[config.mk]
export PLATFORM = sky130hd
export DESIGN_NAME = sd_spi_master
export DESIGN_NICKNAME = d
export VERILOG_FILES = /design/src/rtl/sd_spi_master.sv
export SDC_FILE = /design/constraint.sdc
export NUM_CORES = 1
export LEC_CHECK = 0
export BUFFER_PORTS_ARGS = -buffer_cell sky130_fd_sc_hd__buf_4
export CAP_MARGIN = 25
export CORE_MARGIN = 1.5
export CORE_UTILIZATION = 55
export DETAILED_ROUTE_END_ITERATION = 7
export PLACE_DENSITY = 0.77
export SYNTH_ARGS = -nofsm -noshare
export SYNTH_HDL_FRONTEND = slang
export SYNTH_SLANG_ARGS = --single-unit
export TNS_END_PERCENT = 1
[constraint.sdc]
create_clock -name clk_sys -period 3.6 [get_ports clk_sys]
set_input_delay 0.36 -clock clk_sys [delete_from_list [all_inputs] [get_ports clk_sys]]
set_output_delay 0.36 -clock clk_sys [all_outputs]
set_load 0.01 [all_outputs]
[src/rtl/sd_spi_master.sv]
`timescale 1ns/1ps
// sd_spi_master
//   Byte-level SPI mode-0 initiator for an SD-card responder. Each accepted byte
//   is shifted out MSB first on spi_mosi, while spi_miso is captured on every SCK
//   rising edge. The received byte is presented with a one-cycle rx_valid pulse.
//
// Parameters
//   SLOW_DIV  clk_sys cycles per SCK half-period at init speed (>= 1)
//   FAST_DIV  clk_sys cycles per SCK half-period at data speed (1..SLOW_DIV)
//
// Ports
//   clk_sys, hard_reset_n       clock, asynchronous active-low reset
//   tx_data/tx_valid/tx_ready   byte request handshake (accept = valid & ready)
//   fast                        speed select, sampled at accept
//   cs_assert                   1 drives spi_ss low, sampled only while idle
//   rx_data/rx_valid            received byte and its one-cycle strobe
//   busy                        transfer in progress (= ~tx_ready)
//   spi_sck/spi_mosi/spi_miso/spi_ss   SPI pins (CPOL=0, CPHA=0)
module sd_spi_master #(
  parameter int SLOW_DIV = 64,
  parameter int FAST_DIV = 2
) (
  input  logic       clk_sys,
  input  logic       hard_reset_n,
  input  logic [7:0] tx_data,
  input  logic       tx_valid,
  output logic       tx_ready,
  input  logic       fast,
  input  logic       cs_assert,
  output logic [7:0] rx_data,
  output logic       rx_valid,
  output logic       busy,
  output logic       spi_sck,
  output logic       spi_mosi,
  input  logic       spi_miso,
  output logic       spi_ss
);

  localparam int CW = $clog2(SLOW_DIV + 1);
  localparam logic [CW-1:0] SLOW_LD = CW'(SLOW_DIV - 1);
  localparam logic [CW-1:0] FAST_LD = CW'(FAST_DIV - 1);

  typedef enum logic [1:0] {IDLE, LOW, HIGH} state_t;

  state_t        state_q, state_d;
  logic [CW-1:0] ld_q, ld_d;
  logic [CW-1:0] cnt_q, cnt_d;
  logic [2:0]    bit_q, bit_d;
  logic          sck_q, sck_d;
  logic          mosi_q, mosi_d;
  logic          ss_q, ss_d;
  logic [7:0]    rx_data_q, rx_data_d;
  logic          rx_valid_q, rx_valid_d;
  logic [7:0]    tx_sh_q, tx_sh_d;
  logic [7:0]    rx_sh_q, rx_sh_d;

  always_ff @(posedge clk_sys or negedge hard_reset_n) begin
    if (!hard_reset_n) begin
      state_q    <= IDLE;
      ld_q       <= SLOW_LD;
      cnt_q      <= '0;
      bit_q      <= '0;
      sck_q      <= 1'b0;
      mosi_q     <= 1'b1;
      ss_q       <= 1'b1;
      rx_data_q  <= 8'h00;
      rx_valid_q <= 1'b0;
    end else begin
      state_q    <= state_d;
      ld_q       <= ld_d;
      cnt_q      <= cnt_d;
      bit_q      <= bit_d;
      sck_q      <= sck_d;
      mosi_q     <= mosi_d;
      ss_q       <= ss_d;
      rx_data_q  <= rx_data_d;
      rx_valid_q <= rx_valid_d;
    end
  end

  // Shift registers carry pure data; their contents are always reloaded or
  // fully shifted before use, so they need no reset.
  always_ff @(posedge clk_sys) begin
    tx_sh_q <= tx_sh_d;
    rx_sh_q <= rx_sh_d;
  end

  always_comb begin
    state_d    = state_q;
    ld_d       = ld_q;
    cnt_d      = cnt_q;
    bit_d      = bit_q;
    sck_d      = sck_q;
    mosi_d     = mosi_q;
    ss_d       = ss_q;
    rx_data_d  = rx_data_q;
    rx_valid_d = 1'b0;
    tx_sh_d    = tx_sh_q;
    rx_sh_d    = rx_sh_q;
    case (state_q)
      IDLE: begin
        // SS follows cs_assert only between bytes, including the accept edge,
        // so it is frozen whenever SCK can toggle.
        ss_d = ~cs_assert;
        if (tx_valid) begin
          state_d = LOW;
          ld_d    = fast ? FAST_LD : SLOW_LD;
          cnt_d   = fast ? FAST_LD : SLOW_LD;
          tx_sh_d = tx_data;
          bit_d   = 3'd0;
          mosi_d  = tx_data[7];
          sck_d   = 1'b0;
        end
      end
      LOW: begin
        if (cnt_q == '0) begin
          state_d = HIGH;
          cnt_d   = ld_q;
          sck_d   = 1'b1;
          rx_sh_d = {rx_sh_q[6:0], spi_miso};
        end else begin
          cnt_d = cnt_q - 1'b1;
        end
      end
      HIGH: begin
        if (cnt_q == '0) begin
          cnt_d = ld_q;
          sck_d = 1'b0;
          if (bit_q == 3'd7) begin
            state_d    = IDLE;
            mosi_d     = 1'b1;
            rx_data_d  = rx_sh_q;
            rx_valid_d = 1'b1;
          end else begin
            state_d = LOW;
            tx_sh_d = {tx_sh_q[6:0], 1'b0};
            mosi_d  = tx_sh_q[6];
            bit_d   = bit_q + 3'd1;
          end
        end else begin
          cnt_d = cnt_q - 1'b1;
        end
      end
      default: state_d = IDLE;
    endcase
  end

  assign tx_ready = (state_q == IDLE);
  assign busy     = ~tx_ready;
  assign spi_sck  = sck_q;
  assign spi_mosi = mosi_q;
  assign spi_ss   = ss_q;
  assign rx_data  = rx_data_q;
  assign rx_valid = rx_valid_q;

endmodule

==> results.md <==
* Clock sink total at 40
* Arr. time, crit path at 2370 ps
* R2R depth at 5
* Final Util at 0.671
* WL final at 3440 um
* Initial core utilization at 0.576
* Worst Slack Setup Final at 1220 ps
* Peak supply drop at 0.000334 V
* Synth warn at 0
* EDFF count, synth at 15
* Worst R2R Setup Slack at 1220 ps
* Gpl congestion at 0.797
* Sequential share of the synthesized area at 0.557
* Yosys top cell by area: dfrtp_1
* Final Skew at 6.42 ps
* TNS Setup at 0 ps
* Die Wd at 62.4 um
* Place WS at 1210 ps
* Complex-gate fraction of the synthesized area at 0.0833
* DRT Pass-1 Iters at 4
* Clock Tree Root: clkbuf_4
* Vias after detailed routing at 1280
* Slew margin rel. at 0.520
* Non-Filler Instances at 232
* GRT Util Overall at 0.198
* Max Fclk at 420 MHz
* Nets at 207
* Hpwl dp at 2480 um
* Main synth FF type: dfrtp_1
* Placed insts at 223
* Crit path kind: reg2reg
* Boundary Pins at 28
* Power Density at 673 nW/um^2
* Core box area at 3360 um^2
* FF-to-FF Start: state_q[0]
* Initial drt markers at 99
* Area grow syn2layout at 16.4%
* Via density at 5.52
* Rows at 21
* Minimum clock period at 2380 ps
* Worst Hold Depth at 2
* Clk Latency, worst-skew pair at 350 ps
* Final Cycle Share at 0.661
* Yosys top cell area share at 0.284
* Fillers at 267
* Hold_sp: cs_assert
* WL per Instance at 14.8 um
* RSZ-0062 raised after global routing: false
* Simple-gate share of the synthesized area at 0.151
* Synth Instances at 154
* Setup crit end kind: flip-flop
* Worst-path fanout max at 17
* Critical Path RT at 3590 ps
* Worst min path class: in2reg
* Largest family of logic cells by synthesized area: simple AND/OR/NAND/NOR gates
* Fraction of layout cells with a size suffix above 1 at 0.312
* Port Buffers at 27
* Synth Register Bits at 40
* Worst-path clk slew at 120 ps
* DRC at 0
* Synth unique cells at 36
* Largest net degree at the start of global routing at 26
* Run status: finished clean
* Clk buf depth at 2
* Number of global-route vias before repair at 1292
* Global route overflow at 0
* Top cells by area, synth: dfrtp_1 (28%), edfxtp_1 (23%), mux2_4 (6.2%)
* Postcts setup bufs at 0
* CTS tree: yes
* Worst slew pin tran at 716 ps
* WHS Endpoint: spi_ss
* Synthesized cell area at 1940 um^2
* Cts bufs inserted at 5
* Gates resized, CTS repair at 0
* Die area at 3890 um^2
* H-tree Lvls at 2
* Die extent in y at 62.4 um
* Slew Viols, Final at 0
* Synth Area in Adders at 0.0516
* Async SR Flop Fraction at 0.625
* Final Hold Viols at 0
* Mux cell area share after synthesis at 0.123
* Syn_nets at 176
* Final setup viols at 0
* First-pass GRT wire length at 5820 um
* Avg Inst Size Synth at 12.6 um^2
* Antenna violation net count after detailed routing at 0
* Initial antenna violation count at 0
* Leakage power at 1.01 nW
* Antenna diodes at 0
* Post-synthesis xor/xnor area fraction at 0
* Max_cap viols at 0
* FF-to-FF End: tx_sh_q[6]
* Startpoint Class: flip-flop
* Tot Pwr at 0.00152 W
state kept, by name, summed over array words and instances, names as in the netlist, 2 cells and up:
register and flops:
rx_data 8, cnt_q 7, tx_sh_q 7, bit_q 3, rx_sh_q 8, state_q 2
routing by layer:
metal  track usage  part of all wire  vias up
met1         0.231              0.44      621
met3        0.0725             0.046        8
met4         0.117             0.017        0
met5             0                 0        -
met2         0.314              0.50       32
li1              -                 -      619
synthesized netlist by cell type (all sizes together), types with 2 or more instances:
| cell type | count |
|---|---|
| nor2b | 4 |
| edfxtp | 15 |
| and2 | 2 |
| nand2 | 12 |
| inv | 9 |
| mux2i | 5 |
| clkbuf | 2 |
| nand3 | 3 |
| nand4b | 6 |
| o21ai | 8 |
| nand2b | 4 |
| a21oi | 8 |
| and3 | 2 |
| dfrtp | 22 |
| nor3 | 2 |
| ha | 8 |
| buf | 2 |
| nand4 | 2 |
| o211ai | 3 |
| dfstp | 3 |
| nor2 | 8 |
| a2bb2oi | 2 |
| mux2 | 14 |
kinds of logic after synthesis:
group           Yosys count
buf+inv                  13
simple gates             48
fa+ha+maj                 8
compound gates           26
flops                    40
mux                      19
power by group:
part | leakage (nW) | switching [W] | total (W) | internal, W
logic | 0.508 | 0.000301 | 0.000526 | 0.000226
registers | 0.460 | 0.0000944 | 0.000698 | 0.000603
clock network | 0.0412 | 0.000148 | 0.000293 | 0.000145
cells in the final DEF, fill, tap and decap left out, types with 5 or more instances in the layout:
cell,synthesis,final
o21ai_0,8,8
dfrtp_1,22,22
ha_1,8,8
mux2_4,8,8
clkbuf_4,0,5
nor2_1,8,8
a21oi_1,8,8
buf_4,0,27
inv_1,9,9
mux2i_1,5,5
nand4b_1,6,6
mux2_2,6,6
nand2_1,12,12
edfxtp_1,15,15
through the flow:
step / cell area [um^2] / hold slack [ps]
2_1_floorplan: 1940 / 64.4
3_3_place_gp: 2170 / 276
3_5_place_dp: 2170 / 287
4_1_cts: 2260 / 129
5_1_grt: 2260 / 131
6_report: 2260 / 148
how the worst max path moves through the flow:
stage / startpoint / slack [ps] / endpoint
6_report: state_q[0] / 1220 / tx_sh_q[6]
2_1_floorplan: cnt_q[0] / 1720 / tx_sh_q[0]
5_1_grt: state_q[0] / 970 / tx_sh_q[6]
3_5_place_dp: state_q[0] / 1210 / tx_sh_q[3]
3_3_place_gp: state_q[0] / 1370 / tx_sh_q[5]
4_1_cts: state_q[0] / 1200 / tx_sh_q[0]
final cells by class:
class	count	area [um^2]	area share
Clock buffer	5	37.5	0.0166
Tap cell	46	57.6	0.0255
Inverter	9	33.8	0.0150
Multi-Input combinational cell	101	792	0.351
Timing Repair Buffer	28	213	0.0943
Clock inverter	3	42.5	0.0189
Sequential cell	40	1080	0.479
timing repair:
item	CTS	global route
hold buffers	1	0
endpoints found under the hold margin	22	0
endpoints found under the setup margin	0	0
worst max-delay path: stages (launching register included):
cell and delay (ps):
dfrtp_1 420, inv_1 120, ha_1 520, nor2b_1 340
nand2_1 80, a21oi_1 550
(Power assumes the default switching activity.)
